### config.mk
export PLATFORM = sky130hd
export DESIGN_NAME = serial_subtractor_16bit
export DESIGN_NICKNAME = d
export VERILOG_FILES = /design/src/rtl/serial_subtractor_16bit.sv
export SDC_FILE = /design/constraint.sdc
export NUM_CORES = 1
export LEC_CHECK = 0
export CORE_ASPECT_RATIO = 0.5
export CORE_MARGIN = 1.5
export CORE_UTILIZATION = 25
export CTS_CLUSTER_SIZE = 14
export DETAILED_ROUTE_END_ITERATION = 8
export DONT_BUFFER_PORTS = 1
export HOLD_SLACK_MARGIN = 0.02
export PLACE_DENSITY_LB_ADDON = 0.3
export SETUP_SLACK_MARGIN = 0.3
export SYNTH_ARGS = -nofsm -noshare
export SYNTH_HDL_FRONTEND = slang
export SYNTH_SLANG_ARGS = --single-unit
### constraint.sdc
create_clock -name clk -period 1.7 [get_ports clk]
set_clock_uncertainty 0.05 [all_clocks]
set_input_delay 0.17 -clock clk [delete_from_list [all_inputs] [get_ports clk]]
set_output_delay 0.17 -clock clk [all_outputs]
set_load 0.01 [all_outputs]
### src/rtl/serial_subtractor_16bit.sv
// serial_subtractor_16bit
// Bit-serial subtractor: resolves one bit of a - b - bin per clock through a
// single full-adder slice computing a + ~b + ~bin. Operands are captured on an
// accepted start, results are published on entry to DONE and held until the
// next DONE entry or reset. All outputs come straight from registers.

module serial_subtractor_16bit #(
  parameter int WIDTH = 16
) (
  input  logic             clk,
  input  logic             rst_n,
  input  logic             start,
  input  logic [WIDTH-1:0] a,
  input  logic [WIDTH-1:0] b,
  input  logic             bin,
  output logic             busy,
  output logic             done,
  output logic [WIDTH-1:0] diff,
  output logic             bout,
  output logic             zero,
  output logic             ovf
);

  localparam int CNT_W = (WIDTH > 1) ? $clog2(WIDTH) : 1;
  localparam logic [CNT_W-1:0] LAST_BIT = CNT_W'(WIDTH - 1);

  typedef enum logic [1:0] {
    S_IDLE = 2'd0,
    S_RUN  = 2'd1,
    S_DONE = 2'd2
  } state_e;

  state_e             state_q, state_d;
  logic [WIDTH-1:0]   a_sr_q, a_sr_d;
  logic [WIDTH-1:0]   b_sr_q, b_sr_d;
  // Holds the WIDTH-1 already-resolved bits; the last bit joins them directly
  // on the way into diff, so no slot is ever left unused.
  logic [WIDTH-2:0]   res_q, res_d;
  logic               carry_q, carry_d;
  logic [CNT_W-1:0]   cnt_q, cnt_d;
  logic               a_msb_q, a_msb_d;
  logic               b_msb_q, b_msb_d;
  logic [WIDTH-1:0]   diff_q, diff_d;
  logic               bout_q, bout_d;
  logic               zero_q, zero_d;
  logic               ovf_q, ovf_d;

  // Full-adder slice inputs for the bit currently being resolved.
  logic             bit_x, bit_y, bit_c;
  logic             sum_bit, carry_out;
  logic [WIDTH-1:0] full_result;
  logic             accept;

  assign bit_x       = a_sr_q[0];
  assign bit_y       = ~b_sr_q[0];
  assign bit_c       = carry_q;
  assign sum_bit     = bit_x ^ bit_y ^ bit_c;
  assign carry_out   = (bit_x & bit_y) | (bit_x & bit_c) | (bit_y & bit_c);
  assign full_result = {sum_bit, res_q};
  assign accept      = start && ((state_q == S_IDLE) || (state_q == S_DONE));

  // Next-state, datapath and result-publish logic.
  always_comb begin
    // NOTE: every _d starts as its _q so no path through the case leaves a
    // signal unassigned; without these defaults the tool would infer latches.
    state_d = state_q;
    a_sr_d  = a_sr_q;
    b_sr_d  = b_sr_q;
    res_d   = res_q;
    carry_d = carry_q;
    cnt_d   = cnt_q;
    a_msb_d = a_msb_q;
    b_msb_d = b_msb_q;
    diff_d  = diff_q;
    bout_d  = bout_q;
    zero_d  = zero_q;
    ovf_d   = ovf_q;

    unique case (state_q)
      S_IDLE, S_DONE: begin
        if (accept) begin
          // Subtraction as addition: a + ~b + 1 - bin, so the initial carry
          // into bit 0 is ~bin.
          a_sr_d  = a;
          b_sr_d  = b;
          carry_d = ~bin;
          cnt_d   = '0;
          a_msb_d = a[WIDTH-1];
          b_msb_d = b[WIDTH-1];
          state_d = S_RUN;
        end else begin
          state_d = S_IDLE;
        end
      end

      S_RUN: begin
        res_d   = full_result[WIDTH-1:1];
        carry_d = carry_out;
        a_sr_d  = a_sr_q >> 1;
        b_sr_d  = b_sr_q >> 1;
        cnt_d   = cnt_q + CNT_W'(1);
        if (cnt_q == LAST_BIT) begin
          // Publish on the same edge the final bit resolves, so done and the
          // result appear together. A clear carry out means a borrow out.
          state_d = S_DONE;
          diff_d  = full_result;
          bout_d  = ~carry_out;
          zero_d  = (full_result == '0);
          ovf_d   = (a_msb_q != b_msb_q) && (full_result[WIDTH-1] != a_msb_q);
        end
      end

      default: begin
        state_d = S_IDLE;
      end
    endcase
  end

  // State and datapath registers with synchronous active-low reset.
  always_ff @(posedge clk) begin
    // NOTE: sequential state uses non-blocking assignments so every register
    // samples the pre-edge value of every other register.
    if (!rst_n) begin
      // NOTE: the operand shift registers are reset too; they are ordinary
      // flops, not a RAM, and a defined zero state keeps a discarded partial
      // operation from leaving anything observable behind.
      state_q <= S_IDLE;
      a_sr_q  <= '0;
      b_sr_q  <= '0;
      res_q   <= '0;
      carry_q <= 1'b0;
      cnt_q   <= '0;
      a_msb_q <= 1'b0;
      b_msb_q <= 1'b0;
      diff_q  <= '0;
      bout_q  <= 1'b0;
      zero_q  <= 1'b0;
      ovf_q   <= 1'b0;
    end else begin
      state_q <= state_d;
      a_sr_q  <= a_sr_d;
      b_sr_q  <= b_sr_d;
      res_q   <= res_d;
      carry_q <= carry_d;
      cnt_q   <= cnt_d;
      a_msb_q <= a_msb_d;
      b_msb_q <= b_msb_d;
      diff_q  <= diff_d;
      bout_q  <= bout_d;
      zero_q  <= zero_d;
      ovf_q   <= ovf_d;
    end
  end

  assign busy = (state_q == S_RUN);
  assign done = (state_q == S_DONE);
  assign diff = diff_q;
  assign bout = bout_q;
  assign zero = zero_q;
  assign ovf  = ovf_q;

endmodule

==> flow_metrics.env <==
export IMPL_crit_chain="fa_2 -> nand2_1 -> o211ai_1 -> o211a_1"
export IMPL_synth_seq_cells=75
export IMPL_busiest_layer="met2"
export IMPL_yosys_warnings=0
export IMPL_start_kind="flop"
export IMPL_max_vdd_ir_drop_mv=0.410
export IMPL_port_buffers=0
export IMPL_mostFrequentLayoutCell="nand2_1"
export IMPL_use_met3_pct=7.00
export IMPL_status="complete, but fails checks"
export IMPL_grt_ovfl_total=0
export IMPL_ys_flop_type="dfxtp_1"
export IMPL_drv_slew=0
export IMPL_failed_checks="negative hold slack"
export IMPL_final_area_um2=4020
export IMPL_critPathArrivalTime_ps=1700
export IMPL_setup_ws_ps=241
export IMPL_p_sw_w=0.000979
export IMPL_fp_dieW_um=159
export IMPL_period_share_pct=85.8
export IMPL_place_gp_congestion=0.669
export IMPL_drt_antenna_violating_nets=0
export IMPL_postSynthCellCount=340
export IMPL_grtUsageMet2_pct=19.0
export IMPL_p_seq_share_pct=44.0
export IMPL_final_hold_viol_count=75
export IMPL_syn_mean_instance_area_um2=9.00
export IMPL_drt_wirelength_per_cell_um=14.7
export IMPL_grt_pass1_vias=2261
export IMPL_setup_viol=0
export IMPL_layout_nets=398
export IMPL_rows=28
export IMPL_hold_worst_slack_ps=-73.7
export IMPL_cts_buffers=9
export IMPL_grtUsageMet1_pct=14.4
export IMPL_start_util_pct=25.8
export IMPL_rsz0062_at_grt="yes"
export IMPL_final_cell_mix="nand2_1, dfxtp_1, a21boi_1"
export IMPL_cts_max_level=3
export IMPL_slew_headroom_pct=78.5
export IMPL_cts_sinks=75
export IMPL_grt_max_degree=76
export IMPL_die_h_um=81.2
export IMPL_fmax_mhz=685
export IMPL_crit_type="reg2reg"
export IMPL_ys_seq_area_share_pct=49.1
export IMPL_syn_cell_area_um2=3060
export IMPL_vias_per_cell=4.49
export IMPL_p_int_w=0.00327
export IMPL_post_route_drc_count=0
export IMPL_critical_path_slowest_cell="fa_2"
export IMPL_layout_min_cycle_time_ps=1460
export IMPL_routed_wl_mm=7.79
export IMPL_clockRootBuffer="clkbuf_16"
export IMPL_drive_above_1_share_pct=23.0
export IMPL_finalSetupTns_ps=0
export IMPL_io_pins=57
export IMPL_hold_class="in2reg"
export IMPL_vias=2378
export IMPL_pwr_share_clk_pct=44.3
export IMPL_maxCapViolations=0
export IMPL_worst_pin_slew_ps=320
export IMPL_cellPowerDensity_nw_per_um2=1060
export IMPL_max_clock_path_buffers=2
export IMPL_sw_frac_of_total_pct=23.0
export IMPL_worstPathMaxFanout=4
export IMPL_clk_latency_ps=340
export IMPL_n_antenna_cell=0
export IMPL_grt_usage_pct=12.3
export IMPL_leakage_nw=1.43
export IMPL_drtPass1Iterations=4
export IMPL_ys_types=31
export IMPL_combPwrFrac_pct=11.7
export IMPL_core_um2=11900
export IMPL_fillers=1228
export IMPL_clk_pin_slew_worst_paths_ps=60
export IMPL_cts_tree="done"
export IMPL_synthArstFlopShare_pct=0
export IMPL_dieArea_um2=12900
export IMPL_place_ws_ps=71.0
export IMPL_syn_to_final_growth_pct=31.3
export IMPL_place_hpwl_mm=4.43
export IMPL_cpPeakStageDelay_ps=630
export IMPL_synthesis_nets=378
export IMPL_drt_iter0_markers=142
export IMPL_grt_antenna_before_repair=0
export IMPL_placed_area_um2=3210
export IMPL_synth_edf_count=0
export IMPL_grt_pass1_wl_mm=12.1
export IMPL_endpoint_kind="flop"
export IMPL_cp_required_ps=1940
-- critical path, delay by kind of cell (launching register included) --
family                   cells  cell delay, ps
AND/OR/NAND/NOR              1              60
adder cells (fa/ha/maj)      1             630
flip-flops                   1             330
AO/OA/AOI/OAI                2             330
-- registers in the layout, summed over array words and instances (netlist names) --
register and flops:
bit_c 1, cnt_q 4, zero 1, state_q 2, ovf 1, a_msb_q 1, b_sr_q 16, b_msb_q 1
a_sr_q 16, diff 16, bout 1, res_q 15
-- cells by family (layout without fill, tap and decap cells) --
logic type | after synthesis | count (layout) | share of synthesized area (%)
AND/OR/NAND/NOR | 128 | 128 | 17.8
AO/OA/AOI/OAI | 106 | 106 | 25.9
flip-flops | 75 | 75 | 49.1
buffers and inverters | 29 | 54 | 6.14
adder cells (fa/ha/maj) | 2 | 2 | 1.06
-- path summary, 6_finish.rpt --
kind,startpoint,end,slack (ps),depth (start not counted)
max,a_sr_q[0]$_SDFFE_PN0P_,ovf$_SDFFE_PN0P_,240,4
min,rst_n,state_q[1]$_SDFFE_PN0P_,-70,2
min reg2reg,a_sr_q[3]$_SDFFE_PN0P_,a_sr_q[3]$_SDFFE_PN0P_,400,2
max reg2reg,a_sr_q[0]$_SDFFE_PN0P_,ovf$_SDFFE_PN0P_,240,4
-- through the flow --
| step | hold slack, ps | util, % | cells | total power [W] |
|---|---|---|---|---|
| finish | -73.7 | 33.8 | 530 | 0.00425 |
| global route | -87.4 | 33.8 | 530 | 0.00445 |
| CTS | -97.4 | 31.7 | 521 | 0.00425 |
| detailed placement | 254 | 27.1 | 490 | 0.00221 |
| global placement | 249 | 27.1 | 490 | 0.00221 |
| floorplan | 272 | - | 340 | 0.00216 |
-- cells in the mapped netlist, drive strengths merged, types with 2 or more instances --
| cell type | number | area share (%) |
|---|---|---|
| nand4 | 2 | 0.41 |
| clkbuf | 8 | 0.98 |
| a21oi | 2 | 0.33 |
| nor2 | 7 | 1.5 |
| inv | 3 | 0.53 |
| nor2b | 6 | 1.2 |
| buf | 18 | 4.6 |
| a21boi | 66 | 16 |
| nand2b | 2 | 0.41 |
| a22oi | 31 | 7.6 |
| nor4 | 4 | 0.82 |
| o21ai | 2 | 0.33 |
| nand3 | 2 | 0.33 |
| o211a | 2 | 0.65 |
| nand2 | 102 | 13 |
| dfxtp | 75 | 49 |
-- power by group through the flow --
stage / clock network [W] / logic [W] / registers (W)
6_report: 0.00188 / 0.000497 / 0.00187
5_1_grt: 0.00203 / 0.000542 / 0.00188
4_1_cts: 0.00195 / 0.000437 / 0.00187
3_5_place_dp: 0 / 0.000312 / 0.00190
3_3_place_gp: 0 / 0.000311 / 0.00190
2_1_floorplan: 0 / 0.000264 / 0.00189
-- routing by layer --
layer	vias to the layer above	part of all wire [%]
li1	1208	-
met1	1133	46
met2	31	45
met3	6	7.6
met4	0	1.1
met5	-	0
-- cell type report --
type | instances | area (um^2) | area share [%]
well taps | 165 | 206 | 5.14
repair buffers | 35 | 483 | 12.0
inverters | 3 | 18.8 | 0.467
clock buffers | 11 | 243 | 6.04
clock inverters | 5 | 52.6 | 1.31
flip-flops and latches | 75 | 1520 | 37.8
multi-input cells | 236 | 1500 | 37.2
-- timing repair --
action,4_1_cts,5_1_grt
buffers inserted,12,5
endpoints found under the setup margin,60,51
gates cloned,3,4
hold endpoints to repair,75,75
pin swaps,1,19
resized for setup,21,44
No activity file was read; power rests on OpenSTA's default activity.
